$ cat src/rtl/verin_pkg.sv
// Shared types and constants for the verin position sequencer.
// Holds the FSM encoding, ADC/PWM widths and the default divider values.
package verin_pkg;

    typedef enum logic [1:0] {
        ST_WAIT,
        ST_CONV,
        ST_UPDATE
    } state_t;

    localparam int ADC_BITS = 8;
    localparam int PWM_BITS = 8;

    localparam int ADC_DIV_DEF    = 25;
    localparam int SAMPLE_PER_DEF = 500000;
    localparam int PWM_DIV_DEF    = 98;

    // One start/null period plus one period per data bit, two halves each.
    localparam int ADC_HALVES = 2 * (ADC_BITS + 1);

endpackage

$ cat src/rtl/verin_adc_rx.sv
// Serial ADC receiver: generates cs_n/clk_adc and shifts in data MSB first.
// Ports: clk, reset_n, start (pulse), data_in (serial), clk_adc, cs_n, data, done (pulse).
module verin_adc_rx
    import verin_pkg::*;
#(
    parameter int ADC_DIV = ADC_DIV_DEF
) (
    input  logic                clk,
    input  logic                reset_n,
    input  logic                start,
    input  logic                data_in,
    output logic                clk_adc,
    output logic                cs_n,
    output logic [ADC_BITS-1:0] data,
    output logic                done
);

    localparam int DW = (ADC_DIV > 1) ? $clog2(ADC_DIV) : 1;
    localparam logic [DW-1:0] DIV_MAX = DW'(ADC_DIV - 1);
    localparam logic [4:0] LAST_HALF = 5'(ADC_HALVES - 1);

    logic [DW-1:0]       div_cnt;
    logic [4:0]          half;
    logic                busy;
    logic [1:0]          sync;
    logic [ADC_BITS-1:0] shift;

    assign data = shift;

    always_ff @(posedge clk or negedge reset_n) begin
        if (!reset_n) begin
            div_cnt <= '0;
            half    <= '0;
            busy    <= 1'b0;
            sync    <= '0;
            shift   <= '0;
            clk_adc <= 1'b0;
            cs_n    <= 1'b1;
            done    <= 1'b0;
        end else begin
            sync <= {sync[0], data_in};
            done <= 1'b0;
            if (start) begin
                busy    <= 1'b1;
                cs_n    <= 1'b0;
                clk_adc <= 1'b0;
                div_cnt <= '0;
                half    <= '0;
            end else if (busy) begin
                if (div_cnt == DIV_MAX) begin
                    div_cnt <= '0;
                    if (half == LAST_HALF) begin
                        busy    <= 1'b0;
                        cs_n    <= 1'b1;
                        clk_adc <= 1'b0;
                        done    <= 1'b1;
                    end else begin
                        half    <= half + 5'd1;
                        clk_adc <= ~clk_adc;
                        // Rising edge of periods 1..8; period 0 is the null bit.
                        if (!clk_adc && half != 5'd0) begin
                            shift <= {shift[ADC_BITS-2:0], sync[1]};
                        end
                    end
                end else begin
                    div_cnt <= div_cnt + 1'b1;
                end
            end
        end
    end

endmodule

$ cat src/rtl/verin_position_sequencer.sv
// Cylinder sequencer: periodic angle sampling, limit flags and direction/PWM drive.
// Ports: clk, reset_n, run, dir_cmd, duty, butee_g/d, ADC pins, out_sens, pwm_out, angle, flags.
module verin_position_sequencer
    import verin_pkg::*;
#(
    parameter int ADC_DIV    = ADC_DIV_DEF,
    parameter int SAMPLE_PER = SAMPLE_PER_DEF,
    parameter int PWM_DIV    = PWM_DIV_DEF
) (
    input  logic                clk,
    input  logic                reset_n,
    input  logic                run,
    input  logic                dir_cmd,
    input  logic [PWM_BITS-1:0] duty,
    input  logic [ADC_BITS-1:0] butee_g,
    input  logic [ADC_BITS-1:0] butee_d,
    output logic                clk_adc,
    output logic                cs_n,
    input  logic                data_adc,
    output logic                out_sens,
    output logic                pwm_out,
    output logic [ADC_BITS-1:0] angle,
    output logic                angle_valid,
    output logic                fdc_g,
    output logic                fdc_d
);

    localparam int SW = $clog2(SAMPLE_PER);
    localparam int PW = (PWM_DIV > 1) ? $clog2(PWM_DIV) : 1;

    state_t              state;
    logic [SW-1:0]       samp_cnt;
    logic                tick;
    logic                start;
    logic                done;
    logic [ADC_BITS-1:0] adc_data;

    logic [PW-1:0]       pre;
    logic [PWM_BITS-1:0] pwm_cnt;
    logic [PWM_BITS-1:0] duty_eff;
    logic                dead;
    logic                step;
    logic                wrap;
    logic                blocked;
    logic [PWM_BITS-1:0] cnt_nxt;
    logic [PWM_BITS-1:0] duty_nxt;
    logic                sens_nxt;
    logic                dead_nxt;

    assign tick  = (samp_cnt == SW'(SAMPLE_PER - 1));
    assign start = tick && (state == ST_WAIT);

    verin_adc_rx #(.ADC_DIV(ADC_DIV)) u_adc (
        .clk     (clk),
        .reset_n (reset_n),
        .start   (start),
        .data_in (data_adc),
        .clk_adc (clk_adc),
        .cs_n    (cs_n),
        .data    (adc_data),
        .done    (done)
    );

    always_ff @(posedge clk or negedge reset_n) begin
        if (!reset_n) begin
            samp_cnt <= '0;
        end else begin
            samp_cnt <= tick ? '0 : samp_cnt + 1'b1;
        end
    end

    always_ff @(posedge clk or negedge reset_n) begin
        if (!reset_n) begin
            state       <= ST_WAIT;
            angle       <= '0;
            angle_valid <= 1'b0;
            fdc_g       <= 1'b0;
            fdc_d       <= 1'b0;
        end else begin
            unique case (state)
                ST_WAIT: begin
                    if (tick) state <= ST_CONV;
                end
                ST_CONV: begin
                    if (done) begin
                        state       <= ST_UPDATE;
                        angle       <= adc_data;
                        angle_valid <= 1'b1;
                        fdc_g       <= (adc_data <= butee_g);
                        fdc_d       <= (adc_data >= butee_d);
                    end
                end
                ST_UPDATE: begin
                    state       <= ST_WAIT;
                    angle_valid <= 1'b0;
                end
                default: state <= ST_WAIT;
            endcase
        end
    end

    assign step    = (pre == PW'(PWM_DIV - 1));
    assign wrap    = step && (pwm_cnt == {PWM_BITS{1'b1}});
    assign blocked = !run || (dir_cmd && fdc_d) || (!dir_cmd && fdc_g);

    // Duty and direction are only committed at the wrap so periods are whole;
    // a direction change first spends one full period at zero duty.
    always_comb begin
        cnt_nxt  = step ? pwm_cnt + 1'b1 : pwm_cnt;
        duty_nxt = duty_eff;
        sens_nxt = out_sens;
        dead_nxt = dead;
        if (wrap) begin
            if (dead) begin
                sens_nxt = dir_cmd;
                dead_nxt = 1'b0;
                duty_nxt = blocked ? '0 : duty;
            end else if (dir_cmd != out_sens) begin
                dead_nxt = 1'b1;
                duty_nxt = '0;
            end else begin
                duty_nxt = blocked ? '0 : duty;
            end
        end
    end

    always_ff @(posedge clk or negedge reset_n) begin
        if (!reset_n) begin
            pre      <= '0;
            pwm_cnt  <= '0;
            duty_eff <= '0;
            out_sens <= 1'b0;
            dead     <= 1'b0;
            pwm_out  <= 1'b0;
        end else begin
            pre      <= step ? '0 : pre + 1'b1;
            pwm_cnt  <= cnt_nxt;
            duty_eff <= duty_nxt;
            out_sens <= sens_nxt;
            dead     <= dead_nxt;
            pwm_out  <= (cnt_nxt < duty_nxt);
        end
    end

endmodule

$ cat config.mk
export PLATFORM = sky130hd
export DESIGN_NAME = verin_position_sequencer
export DESIGN_NICKNAME = d
export VERILOG_FILES = /design/src/rtl/verin_pkg.sv /design/src/rtl/verin_adc_rx.sv /design/src/rtl/verin_position_sequencer.sv
export SDC_FILE = /design/constraint.sdc
export NUM_CORES = 1
export LEC_CHECK = 0
export ABC_AREA = 1
export CAP_MARGIN = 20
export CORE_AREA = 2 2 110 112
export DETAILED_ROUTE_END_ITERATION = 6
export DIE_AREA = 0 0 112 114
export SKIP_LAST_GASP = 1
export SYNTH_ARGS = -nofsm -noshare
export SYNTH_HDL_FRONTEND = slang
export SYNTH_SLANG_ARGS = --single-unit
$ cat constraint.sdc
create_clock -name clk -period 2.6 [get_ports clk]
set_input_delay 0.52 -clock clk [delete_from_list [all_inputs] [get_ports clk]]
set_output_delay 0.52 -clock clk [all_outputs]
set_load 0.01 [all_outputs]
==> results.md, run 1 <==
- The largest individual stage delay along the critical path comes from the cell sky130_fd_sc_hd__dfrtp_1.
- The area fraction in compound gates after synthesis was 0.0979.
- Synthesis produced roughly 540 cells.
- The via count of the first global-routing pass is approximately 3600.
- For the worst setup path, the data arrival time is 2540 ps.
- 0 antenna diodes ended up in the layout.
- The floorplan step defined a die boundary enclosing 0.0128 mm2.
- The number of top-level design ports is 44.
- The count of cells resized by post-cts repair is 0.
- The Yosys step of the flow raised 0 warnings.
- The first-pass GRT wire length is 16000 um.
- The classification of the worst setup path is flip-flop to flip-flop.
- Across all hold checks on the routed design, the worst slack comes to 151 ps.
- For this design the static power due to leakage is 2.84 nW.
- For this block, the initial DRC count from the detailed router was 152.
- The type of element capturing the critical path is a flip-flop.
- For flop-to-flop paths, the worst setup slack is 320 ps.
- The kind of cell with the highest combined delay along the critical path is simple AND/OR/NAND/NOR gates.
- In the synthesized netlist the async set-or-reset flop fraction comes to 1.00.
- Max-cap violations in this run came to 0.
- Headroom to the max-slew limit came out at 0.565.
- At the worst endpoint, the required time is 2860 ps.
- The number of antenna violations at the first check in global routing is 0.
- The share of the core filled with cells is 0.463.
- The deepest clock path buffer count is 2.
- The worst min-delay path class is primary input to async pin.
- The width of the die is 112 um.
- The total number of clock tree sinks is 82.
- Dividing total power by cell area gives a power density of 482 mW/mm2.
- The number of levels in the clock H-tree is 3.
- The total buffers and inverters traversed by the critical path is 1.
- The number of nets handed over by synthesis was about 600.
- After detailed routing, the number of remaining DRC violations is 0.
- The area growth from synthesis to layout is 19.6%.
- After clock tree synthesis, the setup repair step added 0 buffers.
- The cell at the root of the clock tree is sky130_fd_sc_hd__clkbuf_16.
- In this run the cell area measured after placement is 0.00514 mm2.
- The delay of the slowest cell on the worst path is 390 ps.
- The count of final hold-check violations is 0.
- Of the cells placed in the final design, the portion with a size suffix greater than 1 is 0.115.
- The row count is 40.
- The portion of synthesized area spent on multiplexers is 0.
- The detailed placement HPWL is 6690 um.
- The sum of routed wire length over all layers is 8870 um.
- The global placement routability congestion is 0.799.
- In the final routed layout, each cell accounts on average for roughly 12 um.
- A synthesized cell averages 8.47 um2.
- The die boundary height is 114 um.
- The effective utilization at floorplan is 0.388.
- The number of hold buffers added after CTS was 0.
- The maximum vdd drop is 340 uV.
- The beginning of the worst register-to-register path is pre[1]$_DFF_PN0_.
- The count of nets left with antenna violations once routing finished came out at 0.
- The number of synthesized flops with an enable pin is 0.
- The total global-route track usage is 0.153.
- The run finished with clean final reports.
- The detailed-router iteration count before antenna repair is 4.
- The final period utilization is 0.876.
- The synthesis-stage register bit count is 82.
- The count of buffers added on input and output ports is 43.
- The core area is 0.0117 mm2.
- The worst path needs 2280 ps of the cycle, external delays included.
- The clock reaches the later pin of the worst-skew pair after 330 ps.
- The critical path's most frequent cell is sky130_fd_sc_hd__ha_1.
- Entering global routing, the biggest net connects 45 pins.
- The dominant combinational cell family by area after synthesis is simple AND/OR/NAND/NOR gates.
- The routed layout has 3494 vias.
- The transition time at the pin with the least slew margin is around 650 ps.
- The critical path launch point type is a flip-flop.
- In the routed layout, each cell is associated on average with a via count of 4.73.
- The number of buffers created by CTS is 9.
- After global routing the overflow that remains totals 0.
- Setup repair after global routing left no endpoint under its margin.
- The maximum fanout along the worst path is 5.
- The worst setup path startpoint is pre[1]$_DFF_PN0_.
- The maximum achievable frequency is roughly 440 MHz.
- TritonCTS built the clock tree.
- The area of all placed cells without fillers is between 0.005 and 0.006 mm2.
- The simple logic cell fraction of the synthesized area is 0.244.
- The area share of xor/xnor cells in the synthesized design is 0.0232.
- The clock slew seen by the registers of the worst setup and hold paths is 60 ps.
- Summing every instance area after synthesis gives 0.00454 mm2.
- The setup TNS after final layout is 0 ps.
- Setup violations remaining at the end of the flow were counted as 0.
- The final worst clock skew is between 7 and 8 ps.
- Yosys mapped the design onto 41 distinct sky130hd cell types.
- For this run, the post-layout net count is approximately 650.
- Of the synthesized area, sequential elements account for 0.452.
- The signal on the critical path passes through inv_1 > ha_1 > nand2_1 > nand3b_1 > nor2_1 > nand4_1 > xnor2_1 > ha_1 > a21oi_1 > o21ai_0 > a21oi_2.
- For this run, the leading register cell type out of synthesis is sky130_fd_sc_hd__dfrtp_1.
- The number of instances in the placed design is 724.
- Of the total synthesized cell area, the portion taken by full adders, half adders and majority gates is 0.0882.
- The count of cells in the finished layout, fillers not included, comes to ~740.
- The max-slew violation count is 0.
[power by group]
part | switching (mW) | internal [mW]
Clock | 0.474 | 0.766
Combinational | 0.0492 | 0.0500
Sequential | 0.000355 | 1.28
[worst register-to-register path, delay by kind of cell, from the launching register on]
family                   cells  cell delay [ps]
AO/OA/AOI/OAI                3              350
flip-flops                   1              390
AND/OR/NAND/NOR              4              740
adder cells (fa/ha/maj)      2              440
XOR/XNOR                     1              230
buffers and inverters        1               60
[cells in the final DEF, fill, tap and decap left out, drive strengths merged]
master,count
nand3b,1
nand3,28
bufinv,1
o211ai,1
o2111ai,1
ha,32
o21a,1
and2,1
o21ai,47
nand2,106
nor4,4
or2,7
clkinvlp,1
clkinv,2
xnor2,3
buf,2
o41ai,1
clkdlybuf4s50,42
nor3,11
xor2,9
dfstp,1
a21oi,26
o22ai,1
nand4,11
a31oi,1
and3,1
dfrtp,81
clkbuf,13
nor2,53
inv,103
[sequential cells by signal (all words and copies together) (netlist names)]
| name | flops |
|---|---|
| samp_cnt | 19 |
| angle | 8 |
| duty_eff | 8 |
| pwm_cnt | 8 |
| u_adc.data | 8 |
| pre | 7 |
| u_adc.div_cnt | 5 |
| u_adc.half | 5 |
| state | 2 |
| u_adc.sync | 2 |
| angle_valid | 1 |
| dead | 1 |
| fdc_d | 1 |
| fdc_g | 1 |
| out_sens | 1 |
| pwm_out | 1 |
| u_adc.busy | 1 |
| u_adc.clk_adc | 1 |
| u_adc.cs_n | 1 |
| u_adc.done | 1 |
[cell families (layout without fill, tap and decap cells)]
group	after synthesis	after routing
fa+ha+maj	32	32
simple gates	223	223
compound gates	79	79
xor+xnor	12	12
flops	82	82
buf+inv	108	164
[final cells by class]
cell class	instances	area, um2
clock buffers	13	250
clock inverters	2	37.5
fillers	1159	6280
inverters	105	397
multi-input cells	346	2060
flip-flops and latches	82	2050
well taps	147	184
repair buffers	44	448
[path summary, 6_finish.rpt]
path	end	cells past startpoint
max in group asynchronous	duty_eff[5]$_DFF_PN0_	2
min reg2reg	u_adc.sync[1]$_DFF_PN0_	0
min	samp_cnt[9]$_DFF_PN0_	1
min in group clk	u_adc.sync[1]$_DFF_PN0_	0
max	pwm_out$_DFF_PN0_	11
max reg2reg	pwm_out$_DFF_PN0_	11
[layer usage]
layer	track usage	wire length (um)
met5	0	0
met4	0.0398	104
met3	0.0473	262
met2	0.251	4140
met1	0.199	4360
[cells in the mapped netlist, drive strengths merged (3+ instances only)]
cell type	n	area share
nor2	53	0.053
or2	7	0.0096
ha	32	0.088
nor3	11	0.018
dfrtp	81	0.45
nor4	4	0.0055
nand3	28	0.038
inv	103	0.085
o21ai	47	0.058
nand4	11	0.017
a21oi	26	0.030
xnor2	3	0.0058
xor2	9	0.017
nand2	106	0.099
[stage by stage]
stage          total power [mW]  setup WS (ps)
6_report                   2.62            322
5_1_grt                    2.73           49.2
4_1_cts                    2.66            281
3_5_place_dp               1.40           72.0
3_3_place_gp               1.40            218
2_1_floorplan              1.32            569
(Power assumes the default switching activity.)
==> run 2, diff against run 1 <==
--- a/config.mk
+++ b/config.mk
@@ -7,9 +7,11 @@
 export LEC_CHECK = 0
 export ABC_AREA = 1
 export CAP_MARGIN = 20
-export CORE_AREA = 2 2 110 112
+export CORE_AREA = 2 2 94 96
 export DETAILED_ROUTE_END_ITERATION = 6
-export DIE_AREA = 0 0 112 114
+export DIE_AREA = 0 0 96 98
+export MAX_ROUTING_LAYER = met4
+export PLACE_DENSITY = 0.76
 export SKIP_LAST_GASP = 1
 export SYNTH_ARGS = -nofsm -noshare
 export SYNTH_HDL_FRONTEND = slang
==> results.md, run 2 (same netlist as run 1, synthesis figures left out) <==
- The area growth from synthesis to layout is 16.7% (was 19.6%).
- The number of vias after detailed routing is 3561 (was 3494).
- The worst flop-to-flop path endpoint is pwm_out$_DFF_PN0_ (unchanged).
- The number of antenna violations at the first check in global routing is 0 (unchanged).
- The register with the highest flop count was samp_cnt (unchanged).
- The critical path's most frequent cell is sky130_fd_sc_hd__ha_1 (unchanged).
- The area of all placed cells without fillers is 0.00530 mm2 (was 0.00543 mm2).
- The worst slew margin relative to its limit is 0.601 (was 0.565).
- The proportion of layout cells with a drive suffix above 1 was 0.121 (was 0.115).
- The deepest clock path buffer count is 2 (unchanged).
- The post-route total power came to 2.29 mW (was 2.62 mW).
- The power density of the placed cells is 432 mW/mm2 (was 482 mW/mm2).
- The clock tree from TritonCTS is built (unchanged).
- The via count of the first global-routing pass is 3556 (was 3561).
- The number of failing setup endpoints in the final timing report is 0 (unchanged).
- The total global-route track usage is 0.212 (was 0.153).
- The routed wire length on met3 was 223 um (was 262 um).
- The total buffers and inverters traversed by the critical path was 1 (unchanged).
- CP cell instances: inv_1 > ha_1 > nand2_1 > nand3b_1 > nor2_2 > nand4_1 > xnor2_1 > ha_1 > a21oi_1 > o21ai_0 > a21oi_2 (was inv_1 > ha_1 > nand2_1 > nand3b_1 > nor2_1 > nand4_1 > xnor2_1 > ha_1 > a21oi_1 > o21ai_0 > a21oi_2).
- The number of buffers created by CTS came to 9 (unchanged).
- The clock insertion delay at the later pin of the skew report is 360 ps (was 330 ps).
- The footprint of the flip-flops and latches is 0.00205 mm2 (unchanged).
- The total number of clock tree sinks is 82 (unchanged).
- The global placement routability congestion is 0.863 (was 0.799).
- The most common cell after layout, fill and taps aside is sky130_fd_sc_hd__nand2_1 (unchanged).
- The worst min-delay path class is primary input to async pin (unchanged).
- The area of the die came to 0.00941 mm2 (was 0.0128 mm2).
- The total congestion overflow after global routing is 0 (unchanged).
- The critical path launch point type is a flip-flop (unchanged).
- Run status: completed (unchanged).
- The detail-routed net length per standard cell is 12.4 um (was 12.0 um).
- The master of the slowest instance on the critical path is sky130_fd_sc_hd__dfrtp_1 (unchanged).
- The setup TNS after final layout is 0 ps (unchanged).
- The cell at the root of the clock tree is sky130_fd_sc_hd__clkbuf_8 (was sky130_fd_sc_hd__clkbuf_16).
- The number of buffer cells added on primary ports is 43 (unchanged).
- The footprint of the multi-input gates was 0.00206 mm2 (about the same).
- The number of levels in the clock H-tree is 3 (unchanged).
- The placement-stage worst setup slack is 44.9 ps (was 72.0 ps).
- The number of instances in the placed design is 686 (was 724).
- The minimum hold slack was 143 ps (was 151 ps).
- The die boundary height is 98 um (was 114 um).
- The count of cells along the worst register-to-register path is 11 (unchanged).
- The setup fix buffers added after clock tree synthesis came to 0 (unchanged).
- The final period utilization is 0.865 (was 0.876).
- The largest delay contributor family on the critical path is simple AND/OR/NAND/NOR gates (unchanged).
- The max-cap check violation count is 0 (unchanged).
- The via density per instance is 5.07 (was 4.73).
- The required time at the worst-slack endpoint came to 2890 ps (was 2860 ps).
- The count of fill cells added during filler insertion is 691 (was 1159).
- The final worst clock skew is 12.0 ps (was 7.57 ps).
- Unrepaired setup endpoints after global routing: no (unchanged).
- The width of the die is 96 um (was 112 um).
- The share of the core filled with cells is 0.626 (was 0.463).
- The register-to-register setup slack is 350 ps (was 320 ps).
- The diode insertion count for antenna repair is 0 (unchanged).
- The effective utilization at floorplan is 0.536 (was 0.388).
- The data arrival time of the critical path was 2540 ps (about the same).
- The transition time at the pin with the least slew margin is 597 ps (was 650 ps).
- The maximum achievable frequency was 445 MHz (was 439 MHz).
- The delay of the slowest cell on the worst path is 400 ps (was 390 ps).
- The pin count of the biggest net entering global routing is 43 (was 45).
- The residual antenna-violating net count after detailed routing is 0 (unchanged).
- The violation count after the first detailed-route iteration is 190 (was 152).
- The count of final hold-check violations is 0 (unchanged).
- The row count is 34 (was 40).
- The leakage power figure is 2.81 nW (was 2.84 nW).
- The shortest period the worst path allows is 2250 ps (was 2280 ps).
- The detailed-router iteration count before antenna repair is 4 (unchanged).
- The final non-filler cell total is 702 (was 739).
- The met2 wirelength from detailed routing is 4300 um (was 4140 um).
- The clock slew seen by the registers of the worst setup and hold paths was 80 ps (was 60 ps).
- The classification of the worst setup path is flip-flop to flip-flop (unchanged).
- The placed instance area is 0.00510 mm2 (was 0.00514 mm2).
- The number of top-level design ports is 44 (unchanged).
- The detailed-route wire length on metal 1 is 3980 um (was 4360 um).
- The topmost layer with routed signal wires is met4 (unchanged).
- The first-pass GRT wire length is 15400 um (was 16000 um).
- The flip-flop count of the largest register, all copies and words added was 19 (unchanged).
- The maximum fanout along the worst path is 5 (unchanged).
- The beginning of the worst register-to-register path is pre[1]$_DFF_PN0_ (unchanged).
- The detailed placement HPWL is 6660 um (was 6690 um).
- The type of element capturing the critical path is a flip-flop (unchanged).
- The core area is 0.00847 mm2 (was 0.0117 mm2).
- The max-slew violation count is 0 (unchanged).
- Top library cells by usage in the layout, fill and taps aside: 96 x sky130_fd_sc_hd__nand2_1, 94 x sky130_fd_sc_hd__inv_1, 81 x sky130_fd_sc_hd__dfrtp_1 (unchanged).
- The post-layout worst setup margin was 351 ps (was 322 ps).
- The maximum vdd drop is 348 uV (was 340 uV).
- The sum of routed wire length over all layers is 8670 um (was 8870 um).
- The number of remaining DRC errors is 0 (unchanged).
- The post-layout net count is 650 (was 649).
[run 2: how the worst max path moves through the flow]
stage                                 from                 to  depth (start not counted)
final                     pre[1]$_DFF_PN0_  pwm_out$_DFF_PN0_                         11
after global routing      pre[1]$_DFF_PN0_  pwm_out$_DFF_PN0_                         11
after CTS                 pre[1]$_DFF_PN0_  pwm_out$_DFF_PN0_                         11
after global placement             dir_cmd  pwm_out$_DFF_PN0_                         11
after floorplan           pre[1]$_DFF_PN0_  pwm_out$_DFF_PN0_                         11
after detailed placement           dir_cmd  pwm_out$_DFF_PN0_                         12
[run 2: area by class of cell]
cell class | count | area share
flip-flops and latches | 82 | 0.388
clock inverters | 4 | 0.00968
well taps | 108 | 0.0255
inverters | 105 | 0.0749
repair buffers | 45 | 0.0860
multi-input cells | 346 | 0.389
clock buffers | 12 | 0.0274
[run 2: worst register-to-register path, stage by stage (launching register included)]
cell and delay [ps]:
sky130_fd_sc_hd__dfrtp_1 400, sky130_fd_sc_hd__inv_1 60, sky130_fd_sc_hd__ha_1 150, sky130_fd_sc_hd__nand2_1 40, sky130_fd_sc_hd__nand3b_1 280, sky130_fd_sc_hd__nor2_2 230, sky130_fd_sc_hd__nand4_1 130, sky130_fd_sc_hd__xnor2_1 270
sky130_fd_sc_hd__ha_1 300, sky130_fd_sc_hd__a21oi_1 120, sky130_fd_sc_hd__o21ai_0 110, sky130_fd_sc_hd__a21oi_2 110
[run 2: per-layer routing]
layer / vias up / global-route usage
met2: 50 / 0.337
met5: - / -
met1: 1681 / 0.273
li1: 1815 / -
met3: 15 / 0.0332
met4: 0 / 0.0802
[run 2: where the power goes]
| part | total (mW) | internal [mW] | switching [mW] |
|---|---|---|---|
| Combinational | 0.0999 | 0.0509 | 0.0490 |
| Clock | 0.914 | 0.471 | 0.443 |
| Sequential | 1.28 | 1.28 | 0.000451 |
| Total | 2.29 | 1.80 | 0.492 |
[run 2: repair_timing]
item	CTS	global route
resized for setup	0	1
setup endpoints to repair	0	1
hold buffers	0	0
==> run 3, diff against run 2 <==
--- a/config.mk
+++ b/config.mk
@@ -7,9 +7,11 @@
 export LEC_CHECK = 0
 export ABC_AREA = 1
 export CAP_MARGIN = 20
-export CORE_AREA = 2 2 94 96
+export CORE_AREA = 2 2 90 101
 export DETAILED_ROUTE_END_ITERATION = 6
-export DIE_AREA = 0 0 96 98
+export DIE_AREA = 0 0 92 103
+export GPL_ROUTABILITY_DRIVEN = 0
+export GPL_TIMING_DRIVEN = 0
 export MAX_ROUTING_LAYER = met4
 export PLACE_DENSITY = 0.76
 export SKIP_LAST_GASP = 1
==> results.md, run 3 (same netlist as run 1, synthesis figures left out) <==
- The total congestion overflow after global routing is 0 (unchanged).
- The clock insertion delay at the later pin of the skew report is 350 ps (was 360 ps).
- The number of buffer cells added on primary ports is 43 (unchanged).
- The sum of routed wire length over all layers is 8660 um (was 8670 um).
- The hold buffer count at cts is 0 (unchanged).
- Run status: completed (unchanged).
- The pin count of the biggest net entering global routing came to 63 (was 43).
- The residual antenna-violating net count after detailed routing is 0 (unchanged).
- The detailed placement HPWL was 6470 um (was 6660 um).
- The number of vias after detailed routing is 3545 (was 3561).
- The max-cap check violation count came to 0 (unchanged).
- The shortest period the worst path allows was 2290 ps (was 2250 ps).
- The detail-routed net length per standard cell is 12.2 um (was 12.4 um).
- The classification of the worst setup path is flip-flop to flip-flop (unchanged).
- The maximum vdd drop came to 362 uV (was 348 uV).
- The total global-route track usage is 0.214 (was 0.212).
- The critical path launch point type is a flip-flop (unchanged).
- The row count is 36 (was 34).
- The transition time at the pin with the least slew margin is 431 ps (was 597 ps).
- The data arrival time of the critical path was 2530 ps (was 2540 ps).
- The delay of the slowest cell on the worst path came to 400 ps (about the same).
- Top library cells by usage in the layout, fill and taps aside: 96 x sky130_fd_sc_hd__nand2_1, 94 x sky130_fd_sc_hd__inv_1, 81 x sky130_fd_sc_hd__dfrtp_1 (unchanged).
- The area of the die was 0.00948 mm2 (was 0.00941 mm2).
- The largest delay contributor family on the critical path is simple AND/OR/NAND/NOR gates (unchanged).
- The placed instance area was 0.00514 mm2 (was 0.00510 mm2).
- The deepest clock path buffer count is 2 (unchanged).
- The number of levels in the clock H-tree is 3 (unchanged).
- The maximum fanout along the worst path was 5 (unchanged).
- The post-layout worst setup margin came to 307 ps (was 351 ps).
- CP cell instances: inv_1 > ha_1 > nand2_1 > nand3b_1 > nor2_1 > nand4_1 > xnor2_1 > ha_1 > nand2_1 > o21ai_0 > a21oi_2 (was inv_1 > ha_1 > nand2_1 > nand3b_1 > nor2_2 > nand4_1 > xnor2_1 > ha_1 > a21oi_1 > o21ai_0 > a21oi_2).
- The violation count after the first detailed-route iteration is 169 (was 190).
- The count of final hold-check violations is 0 (unchanged).
- The area of all placed cells without fillers is 0.00533 mm2 (was 0.00530 mm2).
- The final worst clock skew was 15.8 ps (was 12.0 ps).
- The worst min-delay path class was primary input to async pin (unchanged).
- The most common cell after layout, fill and taps aside is sky130_fd_sc_hd__nand2_1 (unchanged).
- The register with the highest flop count is samp_cnt (unchanged).
- The post-layout net count is 652 (was 650).
- The proportion of layout cells with a drive suffix above 1 is 0.121 (about the same).
- The setup fix buffers added after clock tree synthesis is 0 (unchanged).
- The count of fill cells added during filler insertion is 723 (was 691).
- The via density per instance was 4.99 (was 5.07).
- The die boundary height is 103 um (was 98 um).
- The required time at the worst-slack endpoint was 2830 ps (was 2890 ps).
- The placement-stage worst setup slack is -25.6 ps (was 44.9 ps).
- The power density of the placed cells is 431 mW/mm2 (was 432 mW/mm2).
- The number of antenna violations at the first check in global routing came to 0 (unchanged).
- The total buffers and inverters traversed by the critical path is 1 (unchanged).
- The clock slew seen by the registers of the worst setup and hold paths is 80 ps (about the same).
- The flip-flop count of the largest register, all copies and words added is 19 (unchanged).
- The max-slew violation count is 0 (unchanged).
- The count of cells resized by post-cts repair is 0 (unchanged).
- The effective utilization at floorplan came to 0.530 (was 0.536).
- The number of top-level design ports is 44 (unchanged).
- The type of element capturing the critical path is a flip-flop (unchanged).
- The worst slew margin relative to its limit is 0.712 (was 0.601).
- The first-pass GRT wire length is 15800 um (was 15400 um).
- The area growth from synthesis to layout came to 17.5% (was 16.7%).
- The number of failing setup endpoints in the final timing report is 0 (unchanged).
- Unrepaired setup endpoints after global routing: no (unchanged).
- The number of remaining DRC errors is 0 (unchanged).
- The core area is 0.00856 mm2 (was 0.00847 mm2).
- The clock tree from TritonCTS is built (unchanged).
- The via count of the first global-routing pass is 3588 (was 3556).
- The maximum achievable frequency is 436 MHz (was 445 MHz).
- The master of the slowest instance on the critical path is sky130_fd_sc_hd__dfrtp_1 (unchanged).
- The cell at the root of the clock tree is sky130_fd_sc_hd__clkbuf_8 (unchanged).
- The width of the die is 92 um (was 96 um).
- The total number of clock tree sinks is 82 (unchanged).
- The final period utilization is 0.882 (was 0.865).
- The leakage power figure is 2.82 nW (was 2.81 nW).
- The number of buffers created by CTS came to 9 (unchanged).
- The diode insertion count for antenna repair is 0 (unchanged).
- The detailed-router iteration count before antenna repair is 6 (was 4).
==> run 3: cell types whose count changed in the layout (fill, tap and decap cells not counted) <==
cell and change:
sky130_fd_sc_hd__nor2_1 +1, sky130_fd_sc_hd__nor2_2 -1, sky130_fd_sc_hd__buf_16 +1, sky130_fd_sc_hd__clkbuf_1 +1
==> run 3: power breakdown <==
part           internal, mW  switching [mW]
clock                 0.471           0.454
combinational        0.0511          0.0481
sequential             1.28        0.000398
==> run 3: layout make-up <==
type,count,area (um2),share of cell area
Clock buffer,12,145,0.0272
Clock inverter,4,51.3,0.00962
Sequential cell,82,2050,0.385
Multi-Input combinational cell,346,2060,0.386
Buffer,3,31.3,0.00586
Inverter,105,397,0.0744
Tap cell,114,143,0.0267
Timing Repair Buffer,44,455,0.0854
==> run 3: final timing paths <==
check                                           to                     from  slack (ps)  cells after the start
min reg2reg                u_adc.sync[1]$_DFF_PN0_  u_adc.sync[0]$_DFF_PN0_         360                      0
max reg2reg                      pwm_out$_DFF_PN0_         pre[1]$_DFF_PN0_         310                     11
min                         samp_cnt[12]$_DFF_PN0_                  reset_n          50                      1
max in group asynchronous   u_adc.cs_n$_DFFE_PN1P_                  reset_n        1920                      2
max                              pwm_out$_DFF_PN0_         pre[1]$_DFF_PN0_         310                     11
min in group clk           u_adc.sync[1]$_DFF_PN0_  u_adc.sync[0]$_DFF_PN0_         360                      0
==> run 3: stage by stage <==
stage,utilization,total power [mW],hold slack (ps),TNS [ps],instances
CTS,0.623,2.33,50.0,0,710
floorplan,-,1.32,224,0,536
finish,0.623,2.30,54.0,0,710
global route,0.623,2.40,59.1,0,710
detailed placement,0.600,1.40,339,-25.6,694
global placement,0.597,1.40,335,-149710,693
==> run 3: layer usage <==
layer | wire [um] | global-route usage
met2 | 4330 | 0.365
met3 | 205 | 0.0439
met5 | 0 | -
met4 | 167 | 0.0758
met1 | 3960 | 0.254
==> RTL edit, RTL diff (config.mk and constraints of run 2) <==
Register the inputs `run`, `dir_cmd`, `duty`, `butee_g`, `butee_d` and `data_adc` before use, cleared by the reset. The logic sees them one clock later.
--- a/src/rtl/verin_position_sequencer.sv
+++ b/src/rtl/verin_position_sequencer.sv
@@ -29,4 +29,29 @@
     localparam int PW = (PWM_DIV > 1) ? $clog2(PWM_DIV) : 1;
 
+    logic run_q;
+    logic dir_cmd_q;
+    logic [PWM_BITS-1:0] duty_q;
+    logic [ADC_BITS-1:0] butee_g_q;
+    logic [ADC_BITS-1:0] butee_d_q;
+    logic data_adc_q;
+
+    always_ff @(posedge clk or negedge reset_n) begin
+        if (!reset_n) begin
+            run_q      <= '0;
+            dir_cmd_q  <= '0;
+            duty_q     <= '0;
+            butee_g_q  <= '0;
+            butee_d_q  <= '0;
+            data_adc_q <= '0;
+        end else begin
+            run_q      <= run;
+            dir_cmd_q  <= dir_cmd;
+            duty_q     <= duty;
+            butee_g_q  <= butee_g;
+            butee_d_q  <= butee_d;
+            data_adc_q <= data_adc;
+        end
+    end
+
     state_t              state;
     logic [SW-1:0]       samp_cnt;
@@ -55,5 +80,5 @@
         .reset_n (reset_n),
         .start   (start),
-        .data_in (data_adc),
+        .data_in (data_adc_q),
         .clk_adc (clk_adc),
         .cs_n    (cs_n),
@@ -87,6 +112,6 @@
                         angle       <= adc_data;
                         angle_valid <= 1'b1;
-                        fdc_g       <= (adc_data <= butee_g);
-                        fdc_d       <= (adc_data >= butee_d);
+                        fdc_g       <= (adc_data <= butee_g_q);
+                        fdc_d       <= (adc_data >= butee_d_q);
                     end
                 end
@@ -102,5 +127,5 @@
     assign step    = (pre == PW'(PWM_DIV - 1));
     assign wrap    = step && (pwm_cnt == {PWM_BITS{1'b1}});
-    assign blocked = !run || (dir_cmd && fdc_d) || (!dir_cmd && fdc_g);
+    assign blocked = !run_q || (dir_cmd_q && fdc_d) || (!dir_cmd_q && fdc_g);
 
     // Duty and direction are only committed at the wrap so periods are whole;
@@ -113,12 +138,12 @@
         if (wrap) begin
             if (dead) begin
-                sens_nxt = dir_cmd;
+                sens_nxt = dir_cmd_q;
                 dead_nxt = 1'b0;
-                duty_nxt = blocked ? '0 : duty;
-            end else if (dir_cmd != out_sens) begin
+                duty_nxt = blocked ? '0 : duty_q;
+            end else if (dir_cmd_q != out_sens) begin
                 dead_nxt = 1'b1;
                 duty_nxt = '0;
             end else begin
-                duty_nxt = blocked ? '0 : duty;
+                duty_nxt = blocked ? '0 : duty_q;
             end
         end
Formal check against the unedited RTL: no difference found for any inputs over 10 cycles, from zero or initial values and one cycle with reset_n low; that may be too few to reach the edited logic, so the function may still have changed.
==> RTL edit against run 2 <==
Cell area increased by 13%. Via count increased by 6.6%. Routed wire length increased by 11%. Clock skew decreased by 0.0022 ns. Area after synthesis increased by 13%. Non-clock buffer count increased by 5. Setup slack got worse by 0.16 ns. Critical path depth increased by 2. Clock power increased by 26%. Total power increased by 30%. Sequential cell count increased by 27. Sequential power increased by 34%. Worst hold slack got worse by 0.062 ns.
==> RTL edit: results (changes against run 2) <==
* Status: finished clean (unchanged)
* Clock Tree Buf Depth at 2 (unchanged)
* Initial antenna violation count at 0 (unchanged)
* Max FFs per register at 19 (unchanged)
* Area of the multi-input gates at 2030 um^2 (was 2060 um^2)
* Synth warnings at 0 (unchanged)
* Fillers at 628 (was 691)
* Port bufs at 43 (unchanged)
* Library cells used by synthesis at 41 (unchanged)
* Asr flop ratio synth at 100% (unchanged)
* Detailed-placement wirelength estimate at 7020 um (was 6660 um)
* Iter 0 DRT Violations at 152 (was 190)
* Antenna diodes at 0 (unchanged)
* Drt pass-1 iters at 5 (was 4)
* H-tree lvl count at 3 (unchanged)
* P_leak at 3.02 nW (was 2.81 nW)
* Layout Cells excl Fill at 733 (was 702)
* Routed wire per std cell at 13.1 um (was 12.4 um)
* Num CTS Buffers at 9 (unchanged)
* Min-delay worst type: in2async (unchanged)
* Worst path arrival time at 2.71 ns (was 2.54 ns)
* Clk_skew at 0.00983 ns (was 0.0120 ns)
* Register with the most flip-flops: samp_cnt (unchanged)
* VDD IR max at 0.000345 V (was 0.000348 V)
* Vias in the first global route at 3789 (was 3556)
* Remaining DRCs at 0 (unchanged)
* Synth top cells by count: nand2_1 (115), dfrtp_1 (108), inv_1 (88), nor2_1 (51), ha_1 (32) (was nand2_1 (96), inv_1 (94), dfrtp_1 (81), nor2_1 (47), o21ai_0 (40))
* GPL Wtd Cong at 0.877 (was 0.863)
* Syn Nets at 624 (was 597)
* Most Crowded Layer GR: met2 (unchanged)
* GR Layer Usage met1 at 29.5% (was 27.3%)
* Final nets at 681 (was 650)
* Met2 Usage GRT at 37.4% (was 33.7%)
* Flop2flop setup slack at 0.19 ns (was 0.35 ns)
* Gr usage total at 22.9% (was 21.2%)
* Slew margin rel. at 66.9% (was 60.1%)
* Max FO, Critical Path at 7 (was 5)
* Post-place setup slack at 0.165 ns (was 0.0449 ns)
* Clock slew at reported path FFs at 0.10 ns (was 0.08 ns)
* Post-Place Cell Area at 5700 um^2 (was 5100 um^2)
* Root Buffer: clkbuf_8 (unchanged)
* Total placed cells including tap cells at 713 (was 686)
* First-pass GRT wire length at 16400 um (was 15400 um)
* Avg Vias per Cell at 5.18 (was 5.07)
* Synth top area cells: dfrtp_1 (53%), nand2_1 (8.4%), ha_1 (7.8%) (was dfrtp_1 (45%), ha_1 (8.8%), nand2_1 (7.9%))
* Pin count of the biggest net entering global routing at 78 (was 43)
* Final Critical Period at 2.41 ns (was 2.25 ns)
* Clock Latency Late Sink at roughly 0.37 ns
* Layout cell share with drive strength beyond 1 at 9.44% (was 12.1%)
* Syn Area/Cell at 9.11 um^2 (was 8.47 um^2)
* Met3 Track Usage GR at 3.47% (was 3.32%)
* Sequential fraction of the synthesis area at 53.2% (was 45.2%)
RTL edit: what timing repair did:
| item | in CTS | in global routing |
|---|---|---|
| gates resized for setup | 0 | 4 |
| hold endpoints to repair | 0 | 0 |
| endpoints found under the setup margin | 0 | 1 |
| hold buffers | 0 | 0 |
| setup buffers | 0 | 4 |
RTL edit: logic make-up (layout without fill, tap and decap cells):
group           after synthesis  in the layout  share of synthesized area (%)
buf+inv                      99            161                           7.51
flops                       109            109                           53.2
mux                           1              1                          0.219
compound gates               72             72                           8.07
fa+ha+maj                    32             32                           7.80
xor+xnor                     14             14                           2.39
simple gates                236            236                           20.8
RTL edit: metrics by stage:
step / total power, mW / hold slack (ns)
6_report: 2.98 / 0.0811
5_1_grt: 3.09 / 0.107
4_1_cts: 3.00 / 0.0909
3_5_place_dp: 1.86 / 0.336
3_3_place_gp: 1.86 / 0.333
2_1_floorplan: 1.78 / 0.224
RTL edit: critical path: stages (launching register included):
cell,delay [ns]
dfrtp_1,0.41
inv_1,0.06
ha_1,0.18
nand3_2,0.11
nor2_4,0.24
inv_4,0.08
nor2_4,0.10
nand3_1,0.11
nand3b_1,0.23
xnor2_2,0.17
ha_1,0.32
a21oi_1,0.13
o21ai_0,0.09
a21oi_1,0.12
RTL edit: final cells by class:
type	count	share of cell area [%]
Sequential cell	109	45.6
Clock buffer	10	2.30
Timing Repair Buffer	50	8.24
Multi-Input combinational cell	355	34.0
Inverter	95	6.02
Tap cell	108	2.26
Clock inverter	6	1.55
RTL edit: per-layer routing:
metal,vias to the layer above,wire (um)
met5,-,0
met4,0,107
met3,9,293
met2,58,4880
met1,1823,4340
li1,1905,-
RTL edit: final timing paths:
path                            cells after the start        from               end
worst max-delay path                               13      pre[1]           pwm_out
max in group asynchronous                           2     reset_n              dead
worst max register to register                     13      pre[1]           pwm_out
worst min register to register                      0  data_adc_q     u_adc.sync[0]
worst min-delay path                                1     reset_n  u_adc.div_cnt[3]
min in group clk                                    0  data_adc_q     u_adc.sync[0]
RTL edit: power breakdown:
part	internal (mW)	switching, mW	total (mW)
Clock	0.576	0.573	1.15
Sequential	1.72	0.00720	1.72
Combinational	0.0499	0.0547	0.105
Total	2.34	0.634	2.98
